## src/rtl/fsm_seq_pkg.sv

```systemverilog
// rtl/fsm_seq_pkg.sv - shared constants and one-hot helpers for the stage sequencer
package fsm_seq_pkg;
  localparam int MAX_STATES = 16;
  localparam int MIN_STATES = 2;
  localparam int MAX_IDX_W  = 4;

  function automatic logic [MAX_IDX_W-1:0] onehot_to_idx(input logic [MAX_STATES-1:0] v);
    logic [MAX_IDX_W-1:0] idx;
    idx = '0;
    for (int i = 0; i < MAX_STATES; i++) begin
      if (v[i]) idx = idx | MAX_IDX_W'(i);
    end
    return idx;
  endfunction

  function automatic logic is_onehot0(input logic [MAX_STATES-1:0] v);
    return (v & (v - MAX_STATES'(1))) == '0;
  endfunction
endpackage

```

## src/rtl/fsm_seq_dwell_counter.sv

```systemverilog
// rtl/fsm_seq_dwell_counter.sv - per-stage dwell counter: load, decrement, otherwise hold
module fsm_seq_dwell_counter #(
  parameter int DWELL_W = 4
) (
  input  logic               clock,
  input  logic               resetN,
  input  logic               load,
  input  logic               dec,
  input  logic [DWELL_W-1:0] load_val,
  output logic [DWELL_W-1:0] cnt,
  output logic               zero
);
  always_ff @(posedge clock or negedge resetN) begin
    if (!resetN) begin
      cnt <= '0;
    end else if (load) begin
      cnt <= load_val;
    end else if (dec && (cnt != '0)) begin
      cnt <= cnt - DWELL_W'(1);
    end
  end

  assign zero = (cnt == '0);
endmodule

```

## src/rtl/fsm_stage_sequencer.sv

```systemverilog
// rtl/fsm_stage_sequencer.sv - one-hot stage sequencer with per-stage dwell, hold/abort,
// optional wrap, and recovery from multi-hot state encodings.
module fsm_stage_sequencer
  import fsm_seq_pkg::*;
#(
  parameter int NUM_STATES = 3,
  parameter int DWELL_W    = 4,
  parameter int WRAP       = 0,
  parameter int IDX_W      = $clog2(NUM_STATES)
) (
  input  logic                          clock,
  input  logic                          resetN,
  input  logic                          start,
  input  logic                          hold,
  input  logic                          abort,
  input  logic [NUM_STATES*DWELL_W-1:0] dwell,
  output logic [NUM_STATES-1:0]         stage_onehot,
  output logic [IDX_W-1:0]              stage_idx,
  output logic                          busy,
  output logic                          stage_enter,
  output logic                          done,
  output logic                          illegal
);
  if (NUM_STATES < MIN_STATES || NUM_STATES > MAX_STATES) begin : g_bad_num_states
    $error("fsm_stage_sequencer: NUM_STATES out of range");
  end

  logic [NUM_STATES-1:0] st, st_nxt;
  logic [DWELL_W-1:0]    dwell_arr [NUM_STATES];
  logic [DWELL_W-1:0]    cnt, load_val;
  logic                  cnt_zero, load, dec;
  logic                  legal;
  logic [NUM_STATES-1:0] st_vis;
  logic [MAX_IDX_W-1:0]  idx_full;
  logic                  unused_idx_bits;
  logic [IDX_W-1:0]      next_idx;
  logic                  enter_nxt, done_nxt, illegal_nxt;

  for (genvar i = 0; i < NUM_STATES; i++) begin : g_dwell
    assign dwell_arr[i] = dwell[i*DWELL_W +: DWELL_W];
  end

  // Multi-hot encodings are masked so downstream never sees two strobes at once.
  assign legal           = is_onehot0(MAX_STATES'(st));
  assign st_vis          = legal ? st : '0;
  assign idx_full        = onehot_to_idx(MAX_STATES'(st_vis));
  assign unused_idx_bits = ^idx_full;
  assign stage_idx       = idx_full[IDX_W-1:0];
  assign stage_onehot    = st_vis;
  assign busy            = |st_vis;
  assign next_idx        = stage_idx + IDX_W'(1);

  fsm_seq_dwell_counter #(.DWELL_W(DWELL_W)) u_cnt (
    .clock    (clock),
    .resetN   (resetN),
    .load     (load),
    .dec      (dec),
    .load_val (load_val),
    .cnt      (cnt),
    .zero     (cnt_zero)
  );

  always_comb begin
    st_nxt      = st;
    load        = 1'b0;
    dec         = 1'b0;
    load_val    = dwell_arr[0];
    enter_nxt   = 1'b0;
    done_nxt    = 1'b0;
    illegal_nxt = 1'b0;
    if (abort) begin
      st_nxt = '0;
    end else if (!legal) begin
      st_nxt      = '0;
      illegal_nxt = 1'b1;
    end else if (hold) begin
      st_nxt = st;
    end else if (st == '0) begin
      if (start) begin
        st_nxt    = NUM_STATES'(1);
        load      = 1'b1;
        enter_nxt = 1'b1;
      end
    end else if (!cnt_zero) begin
      dec = 1'b1;
    end else if (st[NUM_STATES-1]) begin
      done_nxt = 1'b1;
      if (WRAP != 0) begin
        st_nxt    = NUM_STATES'(1);
        load      = 1'b1;
        enter_nxt = 1'b1;
      end else begin
        st_nxt = '0;
      end
    end else begin
      st_nxt    = {st[NUM_STATES-2:0], 1'b0};
      load      = 1'b1;
      load_val  = dwell_arr[next_idx];
      enter_nxt = 1'b1;
    end
  end

  always_ff @(posedge clock or negedge resetN) begin
    if (!resetN) begin
      st          <= '0;
      stage_enter <= 1'b0;
      done        <= 1'b0;
      illegal     <= 1'b0;
    end else begin
      st          <= st_nxt;
      stage_enter <= enter_nxt;
      done        <= done_nxt;
      illegal     <= illegal_nxt;
    end
  end
endmodule

```

## config.mk

```make
export PLATFORM = sky130hd
export DESIGN_NAME = fsm_stage_sequencer
export DESIGN_NICKNAME = d
export VERILOG_FILES = /design/src/rtl/fsm_seq_pkg.sv /design/src/rtl/fsm_seq_dwell_counter.sv /design/src/rtl/fsm_stage_sequencer.sv
export SDC_FILE = /design/constraint.sdc
export NUM_CORES = 1
export LEC_CHECK = 0
export BUFFER_PORTS_ARGS = -buffer_cell sky130_fd_sc_hd__buf_2
export CORE_MARGIN = 2
export CORE_UTILIZATION = 48
export DETAILED_ROUTE_END_ITERATION = 16
export GPL_ROUTABILITY_DRIVEN = 0
export PLACE_DENSITY = 0.81
export SYNTH_ARGS = -nofsm -noshare
export SYNTH_HDL_FRONTEND = slang
export SYNTH_SLANG_ARGS = --single-unit
```

## constraint.sdc

```tcl
create_clock -name clock -period 2.5 [get_ports clock]
set_input_delay 0.5 -clock clock [delete_from_list [all_inputs] [get_ports clock]]
set_output_delay 0.5 -clock clock [all_outputs]
set_load 0.005 [all_outputs]
```

[Yosys cells after proc, flatten, opt, wreduce, memory -nomap -nowiden]
Index checks and enable logic that the tools add are counted.
Cells by class
  $add $sub $neg: 3
  magnitude comparators: 1
  equality and inequality tests: 3
  mux-type cells: 41
  bitwise gates (word level): 2
  reduce and logical (&&, ||, !) cells: 8
Operators by type and width (count)
  $mux 4: 10
  $mux 3: 8
  $mux 1: 21
  $and 3x16->16: 1
  $logic_not 16->1: 1
  $bmux 4 s2: 1
  $logic_not 4->1: 1
  $ne 4x3->1 const B: 1
  $ne 4x4->1 const B: 1
  $reduce_bool 4->1: 1
  $sub 3x1->4 const B: 1
  $sub 4x1->4 const B: 1
  $ge 3x3->1 const B: 1
  $logic_not 3->1: 1
  $ne 3x3->1 const B: 1
  $not 2->3: 1
  $reduce_and 3->1: 1
  $reduce_or 3->1: 1
  $add 2x1->2 const B: 1
  $mux 2: 1
  $reduce_bool 2->1: 1
  $logic_and 1x1->1: 1
Word-level totals
  flip-flop bits (word level): 10
  input bits: 17
  output and inout port bits: 9
  word-level logic and storage cells: 63

[Longest topological paths before layout]
Gate-level depths: netlist (run 1).
  word-level depth: 18
  depth in mapped cells: 6

[Modules after synthesis]
A second synthesis (run 1) with hierarchy kept.
Unflattened totals
  cell total of the unflattened synthesis: 84
  area, all modules: 785.8 µm²
Modules (own cells, without submodules)
  fsm_stage_sequencer: instances 1, cells an instance 57, area an instance 515.5 µm², seq. area each 150.1 µm²
  fsm_seq_dwell_counter: instances 1, cells an instance 27, area an instance 270.3 µm², seq. area each 100.1 µm²

[Least setup slack after synthesis (run 1)]
No wires, ideal clock.
  path kind: register -> register
  from: reg u_cnt.cnt[0]
  to: reg st[2]
  arrival time: 1663 ps
  data required time: 2414 ps
  setup slack: 751 ps
  cell stages (with the launch flop): 7
  path buffers: 0
  cells stage by stage: dfrtp_1 -> inv_1 -> ha_1 -> or3b_1 -> nor2_1 -> mux2_2 -> nor3_1
Between the ends
  longest elaborated chain between the ends: 3
Ends and longest elaborated chain
  from (decl): RTL line fsm_seq_dwell_counter.sv:10  | output logic [DWELL_W-1:0] cnt,
  from (signal assigned): RTL line fsm_seq_dwell_counter.sv:17  | cnt <= load_val;
  from (signal assigned): RTL line fsm_seq_dwell_counter.sv:19  | cnt <= cnt - DWELL_W'(1);
  $logic_not 4->1: RTL line fsm_seq_dwell_counter.sv:23  | assign zero = (cnt == '0);
  $ne 4x3->1 (no line)
  $reduce_and 3->1 (no line)
  to (signal assigned): RTL line fsm_stage_sequencer.sv:110  | st <= st_nxt;
  to (decl): RTL line fsm_stage_sequencer.sv:28  | logic [NUM_STATES-1:0] st, st_nxt;
Every way passes these cells.
A chain may end at the register's enable or synchronous reset.

[Final worst setup path (run 1)]
Same ends and word-level chain as after synthesis.

==> run_results.csv, run 1 <==
group,metric,value,unit
routing,dr.pass1.iters,4,
power,p_leak,0.419,nW
placement,io_buffers,25,
sta,fmax,0.493,GHz
power,combPwrFrac,0.279,
yosys,yosys_register_bits,10,
worst_setup_path,critical_path_class,"flip-flop to flip-flop",
cells_and_area,seqCellArea,250,um^2
yosys,synth_edf_count,0,
cells_and_area,n_fill_cell,144,
global_route,grt_pass1_wl,3.27,mm
yosys,synth_seq_area_share,0.328,
clock_tree,cts_setup_buffers,0,
clock_tree,worstSkewPairLatency,0.27,ns
worst_setup_path,cp-end-kind,"flip-flop",
routing,drtIter0Drc,22,
die,ioPinCount,26,
die,start_util,0.507,
sta,fin_tns_setup,0,ns
clock_tree,cts_sinks,10,
sta,skew,0.00358,ns
routing,vias,797,
routing,via_per_inst,6.33,
yosys,synth.distinct_cells,45,
power,p_sw_frac,0.321,
yosys,yosysTopAreaCell,"dfrtp_1",
global_route,antenna_found_initial,0,
worst_setup_path,crit_arrival,2.22,ns
sta,fin_crit_sh,0.812,
clock_tree,max-clock-path-buffers,2,
die,fp-row-count,14,
power,intPower,0.000349,W
die,design.die.area,0.00193,mm^2
yosys,ys_async_sr_fraction,1.00,
clock_tree,cts_hold_buf,0,
sta,setup_violations,0,
worst_setup_path,worstReg2RegEnd,"st[2]",
sta,finalMaxSlewViolations,0,
global_route,grtUsageTotal,0.230,
cells_and_area,final_nets,129,
cells_and_area,final_cell_mix,"buf_2 (25), dfrtp_1 (10), nor2_1 (9)",
worst_setup_path,worstPathCellList,"inv_1, ha_1, or3b_1, nor2_1, mux2_2, nor3_1",
clock_tree,cts.repair.resized,0,
yosys,synthesis.nets,105,
cells_and_area,layout-drive-gt1-share,0.336,
cells_and_area,layout_commonest_cell,"buf_2",
clock_tree,cts_root_buf,"clkbuf_4",
die,coreArea,0.00151,mm^2
global_route,grt_pass1_vias,734,
worst_setup_path,worstRegToRegCells,6,
placement,place_hpwl,1.38,mm
yosys,synth_ff_type,"dfrtp_1",
global_route,overflow,0,
worst_setup_path,start_kind,"flip-flop",
sta,min_period,2.03,ns
yosys,netlist_area,763,um^2
placement,place_inst,122,
sta,worst_pin_slew,0.730,ns
yosys,synth_cells,87,
yosys,yosys.area.top_type_share,0.328,
cells_and_area,instances_no_fill,126,
power,p_per_area,561,mW/mm^2
yosys,syn_avg_cell_area,8.77,um^2
routing,wire_per_inst,15.2,um
clock_tree,cts_buffers,3,
sta,rsz0062_at_grt,"false",
yosys,synthTopCellsByArea,"dfrtp_1 (33%), nor2_1 (4.4%), a211oi_1 (3.0%)",
worst_setup_path,worst_path_max_delay_cell,"or3b_1",
yosys,yosys_warnings,0,
worst_setup_path,cp.required,2.69,ns
outcome,status,"finished clean",
die,die_x,43.9,um
cells_and_area,multiInputGateArea,465,um^2
power,clkPwrFrac,0.293,
run,maxCapViolCount,0,
worst_setup_path,r2r_start,"u_cnt.cnt[0]",
worst_setup_path,crit_fanout,6,
routing,routed_wl,1.92,mm
sta,slew_headroom,0.507,
routing,post-route-drc-count,0,
worst_setup_path,r2r_slack,0.47,ns
clock_tree,clk_pin_slew_worst_paths,0.07,ns
power,vdd_drop_max,0.000266,V
sta,hold_violations,0,
clock_tree,htree_num_levels,1,
clock_tree,cts_tree,"done",
power,pwr-share-seq,0.428,
worst_setup_path,max_stage_delay,0.48,ns
power,switchingPower,0.000165,W
min_path,hold_path.class,"input port to async pin",
die,die_h,43.9,um
routing,ant_nets,0,
cells_and_area,area_delta_synth_final,20.0,%
global_route,grt_max_degree,21,
cells_and_area,diodes,0,
## how the worst max path moves through the flow
stage | from | to | slack, ns | cells past startpoint
2_1_floorplan | u_cnt.cnt[0] | st[2] | 0.75 | 6
6_report | u_cnt.cnt[0] | st[2] | 0.47 | 6
4_1_cts | u_cnt.cnt[0] | st[2] | 0.49 | 6
5_1_grt | u_cnt.cnt[0] | st[2] | 0.40 | 6
3_5_place_dp | u_cnt.cnt[0] | st[2] | 0.54 | 6
3_3_place_gp | u_cnt.cnt[0] | st[2] | 0.62 | 6
## power by group through the flow
stage	registers (W)	logic [W]	clock network [W]
3_3_place_gp	0.000216	0.000134	0
3_5_place_dp	0.000219	0.000141	0
4_1_cts	0.000218	0.000144	0.000151
2_1_floorplan	0.000210	0.000103	0
6_report	0.000220	0.000144	0.000151
5_1_grt	0.000223	0.000163	0.000161
## synth_stat cells (2+ instances only)
library cell / count
a211oi_1: 3
and3_1: 2
buf_4: 2
clkbuf_1: 3
dfrtp_1: 10
inv_1: 3
nand2_1: 4
nand2b_1: 3
nand3b_1: 2
nor2_1: 9
nor2b_1: 3
nor3_1: 2
nor3b_1: 2
nor4_1: 2
nor4bb_1: 2
o21ai_0: 4
o311ai_1: 2
or3_1: 2
## sequential cells by signal (all words and copies together), names as in the netlist
| name | count |
|---|---|
| done | 1 |
| illegal | 1 |
| st | 3 |
| u_cnt.cnt | 4 |
| stage_enter | 1 |
## critical path: cells and delay by family (launching register included)
| family | cells | cell delay, ns |
|---|---|---|
| flops | 1 | 0.42 |
| fa+ha+maj | 1 | 0.22 |
| simple gates | 3 | 0.87 |
| mux | 1 | 0.37 |
| buf+inv | 1 | 0.07 |
## per-stage QoR
stage                util  total power (W)  setup WS (ns)  instance area [um^2]  hold WS (ns)
global placement    0.584         0.000350          0.621                   880         0.367
detailed placement  0.584         0.000360          0.543                   880         0.376
floorplan               -         0.000313          0.751                   763         0.204
global route        0.608         0.000547          0.403                   916        0.0982
CTS                 0.608         0.000514          0.489                   916        0.0846
finish              0.608         0.000514          0.470                   916        0.0782
## metal layers
metal | vias up | global-route usage | routed length (um) | part of all wire
met5 | - | 0 | 0 | 0
met3 | 7 | 0.0250 | 141 | 0.073
met4 | 0 | 0.152 | 57 | 0.030
met2 | 46 | 0.379 | 921 | 0.48
li1 | 377 | - | - | -
met1 | 367 | 0.281 | 798 | 0.42
## layout make-up
cell class                 instances  share of cell area
tap                               16              0.0219
clock buffer                       4              0.0396
timing repair buffer              26               0.145
inverter                           3              0.0123
sequential                        10               0.273
multi-input combinational         67               0.508
## logic make-up after synthesis
kind of cell             synth area share
flip-flops                          0.328
AO/OA/AOI/OAI                       0.198
AND/OR/NAND/NOR                     0.354
buffers and inverters              0.0623
XOR/XNOR                           0.0115
adder cells (fa/ha/maj)            0.0311
multiplexers                       0.0148
(Power assumes the default switching activity.)
==> inputs of run 2 (changes only) <==
clock period = 1.95 ns   (was 2.5 ns; I/O delays follow)
==> run_results.csv, run 2 (synthesis gave the netlist of run 1 again) <==
group,metric,value,unit
min_path,hold_path.class,"input port to flip-flop",
cells_and_area,multiInputGateArea,470,um^2
clock_tree,cts_setup_buffers,0,
die,die_x,43.9,um
worst_setup_path,cp-end-kind,"flip-flop",
cells_and_area,n_fill_cell,121,
sta,hold_violations,0,
power,p_per_area,661,mW/mm^2
clock_tree,htree_num_levels,1,
die,start_util,0.507,
clock_tree,cts_buffers,3,
power,p_leak,0.439,nW
global_route,grt_pass1_vias,723,
worst_setup_path,max_stage_delay,0.44,ns
global_route,grtUsageTotal,0.222,
cells_and_area,instances_no_fill,130,
routing,via_per_inst,6.15,
sta,min_period,1.84,ns
clock_tree,cts_tree,"done",
global_route,overflow,0,
clock_tree,clk_pin_slew_worst_paths,0.07,ns
die,design.die.area,0.00193,mm^2
sta,setup_violations,0,
die,fp-row-count,14,
routing,ant_nets,0,
sta,worst_pin_slew,0.514,ns
worst_setup_path,worst-path-buf-inv,1,
routing,routed_wl,1.84,mm
sta,skew,0.00465,ns
worst_setup_path,crit_fanout,6,
die,ioPinCount,26,
cells_and_area,diodes,0,
cells_and_area,top_register,"u_cnt.cnt",
clock_tree,worstSkewPairLatency,0.27,ns
cells_and_area,seqCellArea,250,um^2
placement,io_buffers,25,
cells_and_area,reg_top3,"u_cnt.cnt: 4 flops, st: 3 flops",
clock_tree,cts_sinks,10,
sta,fin_tns_setup,0,ns
global_route,grt_pass1_wl,3.08,mm
cells_and_area,layout_commonest_cell,"buf_2",
power,vdd_drop_max,0.000436,V
routing,vias,799,
worst_setup_path,crit_family,"simple AND/OR/NAND/NOR gates",
worst_setup_path,critical_path_class,"flip-flop to flip-flop",
global_route,antenna_found_initial,0,
cells_and_area,final_cell_mix,"buf_2 (25), dfrtp_1 (10), nor2_1 (8)",
routing,post-route-drc-count,0,
worst_setup_path,crit_arrival,2.03,ns
cells_and_area,final_nets,134,
routing,drtIter0Drc,47,
outcome,status,"finished clean",
sta,fin_crit_sh,0.942,
sta,finalMaxSlewViolations,0,
cells_and_area,layout-drive-gt1-share,0.368,
die,coreArea,0.00151,mm^2
sta,fmax,0.545,GHz
worst_setup_path,worst_path_max_delay_cell,"or3b_4",
cells_and_area,final_core_util,0.629,
sta,hold_ws,0.335,ns
global_route,grt_max_degree,20,
routing,dr.pass1.iters,5,
worst_setup_path,r2r_slack,0.11,ns
cells_and_area,area_delta_synth_final,24.1,%
worst_setup_path,cp.required,2.14,ns
worst_setup_path,start_kind,"flip-flop",
placement,place_hpwl,1.36,mm
worst_setup_path,worstPathCellList,"inv_1, ha_1, or3b_4, nor2_2, mux2_2, nor3_1",
run,maxCapViolCount,0,
clock_tree,max-clock-path-buffers,2,
sta,rsz0062_at_grt,"false",
placement,place_inst,126,
clock_tree,cts_root_buf,"clkbuf_4",
routing,wire_per_inst,14.2,um
die,die_h,43.9,um
sta,slew_headroom,0.653,
cells_and_area,largest_register_ffs,4,
run 2: power by group:
part / total, W / leakage, nW / internal [W] / switching (W)
Clock: 0.000152 / 0.0138 / 0.0000716 / 0.0000803
Combinational: 0.000193 / 0.297 / 0.000103 / 0.0000900
Sequential: 0.000281 / 0.128 / 0.000238 / 0.0000430
run 2: what timing repair did:
| item | 4_1_cts | 5_1_grt |
|---|---|---|
| hold buffers | 1 | 0 |
| setup endpoints to repair | 0 | 2 |
| endpoints found under the hold margin | 10 | 0 |
| resized for setup | 0 | 2 |
run 2: layout make-up:
type                       instances  area share
sequential                        10       0.264
tap                               16      0.0211
timing repair buffer              31       0.182
multi-input combinational         67       0.497
inverter                           3      0.0119
clock buffer                       3      0.0238
run 2: worst paths after layout:
| path | from | to | cells after the start |
|---|---|---|---|
| max in group asynchronous | resetN | u_cnt.cnt[2] | 2 |
| min in group asynchronous | resetN | st[0] | 2 |
| worst min-delay path | abort | illegal | 2 |
| worst max register to register | u_cnt.cnt[0] | st[2] | 6 |
| worst min register to register | u_cnt.cnt[0] | u_cnt.cnt[0] | 2 |
| worst max-delay path | u_cnt.cnt[0] | st[2] | 6 |
run 2: routing by layer:
| layer | up-vias | track usage | part of all wire |
|---|---|---|---|
| li1 | 386 | - | - |
| met1 | 344 | 0.284 | 0.42 |
| met2 | 60 | 0.344 | 0.44 |
| met3 | 9 | 0.0292 | 0.095 |
| met4 | 0 | 0.152 | 0.041 |
| met5 | - | 0 | 0 |
run 2: per-stage QoR:
step | power, W | instance area (um^2) | worst slack, ns
3_3_place_gp | 0.000456 | 910 | 0.122
5_1_grt | 0.000659 | 947 | 0.0334
4_1_cts | 0.000618 | 942 | 0.0186
2_1_floorplan | 0.000402 | 763 | 0.201
6_report | 0.000626 | 947 | 0.114
3_5_place_dp | 0.000466 | 910 | 0.0512
==> inputs of run 3 (changes only) <==
GPL_TIMING_DRIVEN = 0   (was not set)
==> run_results.csv, run 3 (synthesis gave the netlist of run 1 again) <==
group,metric,value,unit
outcome,status,"finished clean",
cells_and_area,reg_top3,"u_cnt.cnt: 4 flops, st: 3 flops",
min_path,hold_path_end,"illegal",
die,fp-row-count,14,
power,p_sw_frac,0.335,
min_path,min-delay-start,"abort",
worst_setup_path,r2r_start,"u_cnt.cnt[0]",
die,die_x,43.9,um
worst_setup_path,crit_fanout,6,
worst_setup_path,start_kind,"flip-flop",
placement,post_dp_cell_area,908,um^2
cells_and_area,final_cell_mix,"buf_2 (26), dfrtp_1 (10), nor2_1 (8)",
run,maxCapViolCount,0,
cells_and_area,diodes,0,
global_route,antenna_found_initial,0,
clock_tree,cts_tree,"done",
sta,fmax,0.542,GHz
routing,via_per_inst,6.00,
cells_and_area,top_register,"u_cnt.cnt",
clock_tree,cts_setup_buffers,0,
placement,place_inst,128,
clock_tree,cts_buffers,3,
routing,routed_wl,2.00,mm
sta,fin_crit_sh,0.947,
worst_setup_path,max_stage_delay,0.44,ns
worst_setup_path,critical_path_class,"flip-flop to flip-flop",
power,combPwrFrac,0.326,
die,ioPinCount,26,
cells_and_area,final_nets,136,
worst_setup_path,crit_family,"simple AND/OR/NAND/NOR gates",
worst_setup_path,worst-path-buf-inv,1,
placement,io_buffers,25,
sta,finalMaxSlewViolations,0,
power,power,0.000627,W
global_route,grt_pass1_vias,706,
global_route,grt_pass1_wl,3.00,mm
cells_and_area,area_delta_synth_final,26.9,%
worst_setup_path,worst_path_max_delay_cell,"or3b_4",
worst_setup_path,cp-end-kind,"flip-flop",
die,design.die.area,0.00193,mm^2
sta,rsz0062_at_grt,"false",
cells_and_area,stdcell_area,968,um^2
worst_setup_path,worstPathCellList,"inv_1, ha_2, or3b_4, nor2_4, mux2_2, nor3_1",
worst_setup_path,cp.required,2.13,ns
routing,vias,792,
power,pwr-share-seq,0.442,
clock_tree,htree_num_levels,1,
global_route,grt_max_degree,11,
cells_and_area,layout-drive-gt1-share,0.397,
power,intPower,0.000417,W
worst_setup_path,worstRegToRegCells,6,
cells_and_area,layout_commonest_cell,"buf_2",
global_route,grtUsageTotal,0.218,
clock_tree,max-clock-path-buffers,2,
routing,ant_nets,0,
clock_tree,cts_root_buf,"clkbuf_4",
sta,worst_pin_slew,0.725,ns
clock_tree,clk_pin_slew_worst_paths,0.07,ns
power,switchingPower,0.000210,W
worst_setup_path,startpoint,"u_cnt.cnt[0]",
sta,setup_violations,0,
power,p_per_area,647,mW/mm^2
cells_and_area,largest_register_ffs,4,
worst_setup_path,crit_arrival,2.02,ns
die,coreArea,0.00151,mm^2
sta,skew,0.00308,ns
sta,hold_violations,0,
routing,post-route-drc-count,0,
clock_tree,worstSkewPairLatency,0.27,ns
global_route,overflow,0,
worst_setup_path,r2r_slack,0.10,ns
cells_and_area,instances_no_fill,132,
routing,drtIter0Drc,37,
routing,dr.pass1.iters,4,
power,vdd_drop_max,0.000338,V
clock_tree,cts_sinks,10,
sta,min_period,1.85,ns
sta,slew_headroom,0.510,
placement,place_hpwl,1.44,mm
die,die_h,43.9,um
power,clkPwrFrac,0.232,
routing,wire_per_inst,15.1,um
min_path,hold_path.class,"input port to flip-flop",
min_path,hold_path_depth,2,
die,start_util,0.507,
power,p_leak,0.447,nW
worst_setup_path,worstReg2RegEnd,"st[2]",
[run 3: worst reg2reg max path, delay by kind of cell, from the launching register on]
| kind | cells | cell delay [ns] |
|---|---|---|
| muxes | 1 | 0.34 |
| adders and majority gates | 1 | 0.20 |
| and+or+nand+nor | 3 | 0.73 |
| buffers and inverters | 1 | 0.07 |
| DFF | 1 | 0.41 |
[run 3: worst max-delay path by stage]
stage / to / slack, ns / cells after the start
3_5_place_dp: st[2] / -0.02 / 6
3_3_place_gp: st[2] / 0.05 / 6
2_1_floorplan: st[2] / 0.20 / 6
4_1_cts: stage_onehot[2] / 0.007 / 5
6_report: st[2] / 0.10 / 6
5_1_grt: stage_onehot[2] / 0.003 / 5
[run 3: per-stage QoR]
step | utilization | setup slack, ns | hold WS (ns) | TNS [ns]
after global placement | 0.603 | 0.0472 | 0.260 | 0
after detailed placement | 0.603 | -0.0232 | 0.262 | -0.0232
after floorplan | - | 0.201 | 0.0944 | 0
final | 0.643 | 0.104 | 0.364 | 0
after CTS | 0.627 | 0.00695 | 0.351 | 0
after global routing | 0.643 | 0.00270 | 0.375 | 0
[run 3: cell type report]
| class | instances | area, um^2 |
|---|---|---|
| well taps | 16 | 20.0 |
| clock buffers | 3 | 22.5 |
| multi-input cells | 67 | 484 |
| plain buffers | 7 | 45.0 |
| fillers | 137 | 538 |
| flip-flops and latches | 10 | 250 |
| repair buffers | 26 | 135 |
| inverters | 3 | 11.3 |
[run 3: repair_timing]
item | CTS | global route
setup endpoints to repair | 5 | 9
endpoints found under the hold margin | 10 | 0
hold buffers | 1 | 0
resized for setup | 2 | 12
cloned | 0 | 0
[run 3: metal layers]
| metal | GRT usage | part of all wire | vias to the layer above |
|---|---|---|---|
| li1 | - | - | 385 |
| met5 | 0 | 0 | - |
| met4 | 0.152 | 0.042 | 0 |
| met3 | 0.0292 | 0.074 | 9 |
| met1 | 0.251 | 0.41 | 352 |
| met2 | 0.368 | 0.48 | 46 |
[run 3: power by group through the flow]
stage | clock network, W | logic, W | registers (W)
after floorplan | 0 | 0.000132 | 0.000269
after global placement | 0 | 0.000175 | 0.000275
after detailed placement | 0 | 0.000187 | 0.000278
after CTS | 0.000147 | 0.000191 | 0.000275
after global routing | 0.000159 | 0.000224 | 0.000280
final | 0.000145 | 0.000204 | 0.000277
